### config.mk
export PLATFORM = sky130hd
export DESIGN_NAME = el2_ifu_bp_upd_ctl
export DESIGN_NICKNAME = d
export VERILOG_FILES = /design/src/rtl/el2_ifu_bp_pkg.sv /design/src/rtl/el2_ifu_bp_upd_fifo.sv /design/src/rtl/el2_ifu_bp_upd_ctl.sv
export SDC_FILE = /design/constraint.sdc
export NUM_CORES = 1
export LEC_CHECK = 0
export ABC_CLOCK_PERIOD_IN_PS = 8200
export CAP_MARGIN = 20
export CORE_MARGIN = 5
export CORE_UTILIZATION = 30
export CTS_CLUSTER_DIAMETER = 150
export DETAILED_ROUTE_END_ITERATION = 8
export GPL_TIMING_DRIVEN = 0
export PLACE_DENSITY = 0.51
export SYNTH_ARGS = -nofsm -noshare
export SYNTH_HDL_FRONTEND = slang
export SYNTH_SLANG_ARGS = --single-unit
### constraint.sdc
create_clock -name clock -period 8.2 [get_ports clock]
set_clock_uncertainty 0.15 [all_clocks]
set_input_delay 1.64 -clock clock [delete_from_list [all_inputs] [get_ports clock]]
set_output_delay 1.64 -clock clock [all_outputs]
set_load 0.02 [all_outputs]
### src/rtl/el2_ifu_bp_pkg.sv
// Shared types and helpers for the IFU branch-predictor training path.
// Holds default widths, the update and BTB entry bundles, and 2-bit counter arithmetic.
package el2_ifu_bp_pkg;

   localparam int IDX_W_DEF = 8;
   localparam int TAG_W_DEF = 5;
   localparam int TGT_W_DEF = 31;

   typedef logic [1:0] ctr_t;

   localparam ctr_t SNT = 2'd0;
   localparam ctr_t WNT = 2'd1;
   localparam ctr_t WT  = 2'd2;
   localparam ctr_t ST  = 2'd3;

   typedef struct packed {
      logic [IDX_W_DEF-1:0] index;
      logic [TAG_W_DEF-1:0] tag;
      logic                 taken;
      logic                 mispredict;
      ctr_t                 hist;
      logic [TGT_W_DEF-1:0] tgt;
   } upd_rec_t;

   typedef struct packed {
      logic                 valid;
      logic [TAG_W_DEF-1:0] tag;
      logic [TGT_W_DEF-1:0] tgt;
   } btb_entry_t;

   // Saturating step of the 2-bit direction counter toward the resolved direction.
   function automatic ctr_t ctr_next(input logic taken, input ctr_t hist);
      ctr_t res;
      if (taken) res = (hist == ST)  ? ST  : ctr_t'(hist + 2'd1);
      else       res = (hist == SNT) ? SNT : ctr_t'(hist - 2'd1);
      return res;
   endfunction

endpackage

### src/rtl/el2_ifu_bp_upd_fifo.sv
// Generic DEPTH-entry synchronous FIFO for branch-update records.
// Pointers carry an extra wrap bit so full and empty are distinguishable.
module el2_ifu_bp_upd_fifo #(
   parameter int WIDTH = 8,
   parameter int DEPTH = 2
) (
   input  logic             clk_i,
   input  logic             rst_i,
   input  logic             enq_i,
   input  logic [WIDTH-1:0] enq_data_i,
   input  logic             deq_i,
   output logic [WIDTH-1:0] deq_data_o,
   output logic             full_o,
   output logic             empty_o
);

   localparam int AW = (DEPTH > 1) ? $clog2(DEPTH) : 1;

   logic [WIDTH-1:0] mem_q [DEPTH];
   logic [AW:0]      wptr_q, rptr_q;
   logic             do_enq, do_deq;

   assign empty_o    = (wptr_q == rptr_q);
   assign full_o     = (wptr_q[AW] != rptr_q[AW]) && (wptr_q[AW-1:0] == rptr_q[AW-1:0]);
   assign do_enq     = enq_i && !full_o;
   assign do_deq     = deq_i && !empty_o;
   assign deq_data_o = mem_q[rptr_q[AW-1:0]];

   always_ff @(posedge clk_i) begin
      if (rst_i) begin
         wptr_q <= '0;
         rptr_q <= '0;
      end else begin
         if (do_enq) wptr_q <= wptr_q + 1'b1;
         if (do_deq) rptr_q <= rptr_q + 1'b1;
      end
   end

   // Storage needs no reset: the pointers alone decide what is valid.
   always_ff @(posedge clk_i) begin
      if (do_enq) mem_q[wptr_q[AW-1:0]] <= enq_data_i;
   end

endmodule

### src/rtl/el2_ifu_bp_upd_ctl.sv
// Branch-predictor training control: queues EXU resolutions, derives BHT/BTB
// updates from the queue head and drives single-cycle registered array writes.
module el2_ifu_bp_upd_ctl
   import el2_ifu_bp_pkg::*;
#(
   parameter int IDX_W = IDX_W_DEF,
   parameter int TAG_W = TAG_W_DEF,
   parameter int TGT_W = TGT_W_DEF,
   parameter int DEPTH = 2
) (
   input  logic                   clock,
   input  logic                   reset,
   input  logic                   io_upd_valid,
   output logic                   io_upd_ready,
   input  logic [IDX_W-1:0]       io_upd_index,
   input  logic [TAG_W-1:0]       io_upd_tag,
   input  logic                   io_upd_taken,
   input  logic                   io_upd_mispredict,
   input  logic [1:0]             io_upd_hist,
   input  logic [TGT_W-1:0]       io_upd_tgt,
   input  logic                   io_wr_stall,
   output logic                   io_bht_wen,
   output logic [IDX_W-1:0]       io_bht_waddr,
   output logic [1:0]             io_bht_wdata,
   output logic                   io_btb_wen,
   output logic [IDX_W-1:0]       io_btb_waddr,
   output logic [TAG_W+TGT_W:0]   io_btb_wdata,
   output logic [7:0]             io_filtered_cnt,
   output logic                   io_busy
);

   typedef struct packed {
      logic [IDX_W-1:0] index;
      logic [TAG_W-1:0] tag;
      logic             taken;
      logic             mispredict;
      ctr_t             hist;
      logic [TGT_W-1:0] tgt;
   } rec_t;

   rec_t               enq_rec, head;
   logic               full, empty, pop;
   ctr_t               nh;
   logic               bht_need, btb_alloc, btb_inv, btb_need;
   logic [TAG_W+TGT_W:0] btb_entry;

   logic                 bht_wen_q, btb_wen_q;
   logic [IDX_W-1:0]     bht_waddr_q, btb_waddr_q;
   ctr_t                 bht_wdata_q;
   logic [TAG_W+TGT_W:0] btb_wdata_q;
   logic [7:0]           flt_cnt_q, flt_cnt_d;

   assign enq_rec = '{index: io_upd_index, tag: io_upd_tag, taken: io_upd_taken,
                      mispredict: io_upd_mispredict, hist: io_upd_hist, tgt: io_upd_tgt};

   el2_ifu_bp_upd_fifo #(
      .WIDTH ($bits(rec_t)),
      .DEPTH (DEPTH)
   ) u_fifo (
      .clk_i      (clock),
      .rst_i      (reset),
      .enq_i      (io_upd_valid),
      .enq_data_i (enq_rec),
      .deq_i      (pop),
      .deq_data_o (head),
      .full_o     (full),
      .empty_o    (empty)
   );

   assign io_upd_ready = !full;
   // Fetch owning the arrays freezes the head; filtered heads also wait their turn.
   assign pop = !empty && !io_wr_stall;

   always_comb begin
      nh        = ctr_next(head.taken, head.hist);
      bht_need  = (nh != head.hist) || head.mispredict;
      btb_alloc = head.taken && (head.mispredict || (head.hist < WT));
      btb_inv   = !head.taken && (nh == SNT) && (head.hist != SNT);
      btb_need  = btb_alloc || btb_inv;
      btb_entry = '0;
      if (btb_alloc)    btb_entry = {1'b1, head.tag, head.tgt};
      else if (btb_inv) btb_entry = {1'b0, head.tag, {TGT_W{1'b0}}};
   end

   always_comb begin
      flt_cnt_d = flt_cnt_q;
      if (pop && !bht_need && !btb_need && (flt_cnt_q != 8'hFF))
         flt_cnt_d = flt_cnt_q + 8'd1;
   end

   // Write stage: strobes last exactly one cycle, address/data hold until the next write.
   always_ff @(posedge clock) begin
      if (reset) begin
         bht_wen_q   <= 1'b0;
         btb_wen_q   <= 1'b0;
         bht_waddr_q <= '0;
         btb_waddr_q <= '0;
         bht_wdata_q <= SNT;
         btb_wdata_q <= '0;
         flt_cnt_q   <= '0;
      end else begin
         bht_wen_q <= pop && bht_need;
         btb_wen_q <= pop && btb_need;
         flt_cnt_q <= flt_cnt_d;
         if (pop && bht_need) begin
            bht_waddr_q <= head.index;
            bht_wdata_q <= nh;
         end
         if (pop && btb_need) begin
            btb_waddr_q <= head.index;
            btb_wdata_q <= btb_entry;
         end
      end
   end

   assign io_bht_wen      = bht_wen_q;
   assign io_bht_waddr    = bht_waddr_q;
   assign io_bht_wdata    = bht_wdata_q;
   assign io_btb_wen      = btb_wen_q;
   assign io_btb_waddr    = btb_waddr_q;
   assign io_btb_wdata    = btb_wdata_q;
   assign io_filtered_cnt = flt_cnt_q;
   assign io_busy         = !empty || bht_wen_q || btb_wen_q;

endmodule

==> flow_summary.toml <==
[setup_path]
cp_top_family = "buffers and inverters"
worstSetupPathType = "flip-flop to primary output"
crit_buf_inv = 1
cp.arrival_ns = 1.96
cp.required_ns = 6.41
critPathMaxStageDelay_ns = 0.63
slowest_stage = "clkdlybuf4s50_1"
start_kind = "flip-flop"
crit_fanout = 3
reg2reg_from = "u_fifo.rptr_q[1]"
crit_chain = "xnor2_1 > nand2b_1 > clkdlybuf4s50_1"
worstRegToRegCells = 5
r2r_setup_slack_ns = 5.77
end_kind = "primary output"
rr_endpoint = "u_fifo.mem_q[0][44]"

[placement]
hpwl_um = 10160
dp.cells = 818
routabilityCongestion = 0.8175
port_buffers = 118

[sta]
worst_pin_slew_ns = 0.7813
fmax_mhz = 266.3
max_slew_margin = 0.4779
rsz0062_at_grt = "no"
finalHoldViolations = 0
slew_viol_final = 0
period_needed_ns = 3.755
hold_ws_ns = 0.3548
period_share = 0.4579
setup_viol = 0
fin_setup_tns_ns = 0

[grt]
gr-total-overflow = 0
track_usage = 0.1277
antenna_found_initial = 0
grt_start_max_net_pins = 31
grt_pass1_wl_um = 23400
grt_pass1_vias = 4246

[logic_synthesis]
synth_cells = 428
synth-simple-area-share = 0.06945
synth_edf_count = 96
synthXorXnorAreaFrac = 0.008630
synthArstFlopShare = 0
yosysTopAreaCellShare = 0.4734
synthAdderAreaFrac = 0.002055
muxShareOfSynthArea = 0.08362
synth_top_area_cell = "edfxtp_1"
yosysMostFrequentCell = "edfxtp_1"
yosysUniqueCellTypes = 45
avgSynthCellArea_um2 = 14.23
yosysSeqAreaShare = 0.7035
synth_ff_type = "edfxtp_1"
syn_nets = 481
synth_top_family_by_area = "compound AO/OA/AOI/OAI gates"
ys_ff_latch = 166
synth_common_cells = "edfxtp_1 (96), dfxtp_1 (70), nor2_1 (54), a22oi_1 (31), mux2_2 (31)"
yosysWarnings = 0
synth_compound_area_frac = 0.1097
synth.area.top_cells = "edfxtp_1 (47%), dfxtp_1 (23%), mux2_2 (5.7%)"
syn_area_um2 = 6090

[clock_tree]
cts.sinks = 166
cts-hold-fix-buffers = 0
cts_setup_buffers = 0
clock_path_buffers = 2
htree_levels = 4
cts_resized = 0
cts-buffers-inserted = 17
path_clk_slew_ns = 0.06
root_buffer = "clkbuf_16"
cts_tree = "done"
clock_latency_ns = 0.41

[min_path]
hold_class = "flip-flop to flip-flop"
hp-start = "io_btb_waddr[3]"
hold_depth = 2
min_to = "io_btb_waddr[3]"

[layout]
final_net_count = 620
synthToLayoutAreaGrowth_pct = 36.51
fin_cells = 850
num_antenna_cells = 0
layout-drive-gt1-share = 0.1483

[die]
start_util = 0.3029
die_area_um2 = 23250
die_x_um = 152.5
coreArea_um2 = 20100
rows = 52
die_y_um = 152.5
ios = 119

[detailed_routing]
drt-pass1-iter-count = 4
wl_um = 14810
vias = 3975
routed_via_density = 4.676
ant_nets = 0
drt-initial-drc-count = 132
route.detailed.drc = 0
routedWlPerCell_um = 17.42

[power_and_ir_drop]
power_density_nw_per_um2 = 334.7
ir_drop_v = 0.0001622
p_leak_uw = 0.002782

[flow_run]
maxCapViolCount = 0

[status]
status = "finished, final reports clean"
[power breakdown]
group	switching [uW]	leakage, uW	internal [uW]
clock	320	0.000317	561
combinational	449	0.000997	348
sequential	65.9	0.00147	1040
[worst reg2reg max path: cells and delay by family, from the launching register on]
family / cells / cell delay [ns]
buf+inv: 1 / 0.29
flops: 1 / 0.33
simple gates: 3 / 0.99
xor+xnor: 1 / 0.36
[state kept, by name, indices dropped and copies added, names as in the netlist, named ones only]
| name | flops |
|---|---|
| io_filtered_cnt | 8 |
| io_bht_wdata | 2 |
| u_fifo.mem_q | 96 |
| io_btb_waddr | 8 |
| u_fifo.rptr_q | 2 |
| io_btb_wdata | 37 |
| io_bht_waddr | 8 |
| io_bht_wen | 1 |
| u_fifo.wptr_q | 2 |
| io_btb_wen | 1 |
[through the flow]
stage	total power, uW	setup slack, ns	util	cell area [um^2]
2_1_floorplan	1598	3.862	-	6090
3_3_place_gp	1915	1.770	0.3785	7609
3_5_place_dp	1932	4.459	0.3809	7657
4_1_cts	2822	4.420	0.4135	8313
5_1_grt	2921	4.349	0.4135	8313
6_report	2782	4.445	0.4135	8313
[area by class of cell]
cell class | instances | area (um^2)
fill | 1849 | 11790
sequential | 166 | 4284
multi-input combinational | 231 | 1674
timing repair buffer | 120 | 1221
clock buffer | 21 | 461.7
tap | 270 | 337.8
clock inverter | 11 | 193.9
buffer | 28 | 128.9
inverter | 3 | 11.26
[how the worst max path moves through the flow]
stage          depth (start not counted)  slack [ns]        startpoint                  end
2_1_floorplan                          2        3.86      io_upd_valid   u_fifo.mem_q[0][0]
3_3_place_gp                           3        1.77      io_upd_valid  u_fifo.mem_q[0][35]
3_5_place_dp                           4        4.46             reset      io_btb_wdata[4]
4_1_cts                                3        4.42  u_fifo.rptr_q[1]         io_upd_ready
5_1_grt                                3        4.35  u_fifo.rptr_q[1]         io_upd_ready
6_report                               3        4.45  u_fifo.rptr_q[1]         io_upd_ready
[layout by cell type, fill, tap and decap left out, drive strengths merged, types with 2 or more instances in the layout]
cell type	netlist	final
xor2	2	2
or4	3	3
inv	3	5
o31ai	4	4
mux2	31	31
a22oi	31	31
clkinv	0	3
and3	3	3
nor2	54	54
clkdlybuf4s50	0	118
edfxtp	96	96
mux2i	16	16
and2	3	3
nand2	4	4
nand2b	3	3
o41ai	4	4
o311ai	3	3
nor3b	2	2
dfxtp	70	70
and3b	2	2
buf	15	17
xnor2	4	4
bufinv	0	5
clkbuf	13	34
a21oi	16	16
o21ai	3	3
nand3	6	6
a211oi	21	21
or2	2	2
[per-layer routing]
metal / global-route usage / part of all wire / wire [um]
met1: 0.1536 / 0.43 / 6382
met2: 0.2117 / 0.49 / 7203
met3: 0.05254 / 0.070 / 1035
met4: 0.03691 / 0.013 / 187
met5: 0 / 0 / 0
[logic make-up (layout without fill, tap and decap cells)]
logic type	count (synthesis)	in the layout
xor+xnor	6	6
buf+inv	31	183
fa+ha+maj	1	1
simple gates	88	88
flops	166	166
mux	47	47
compound gates	89	89
No activity file was read; power rests on OpenSTA's default activity.
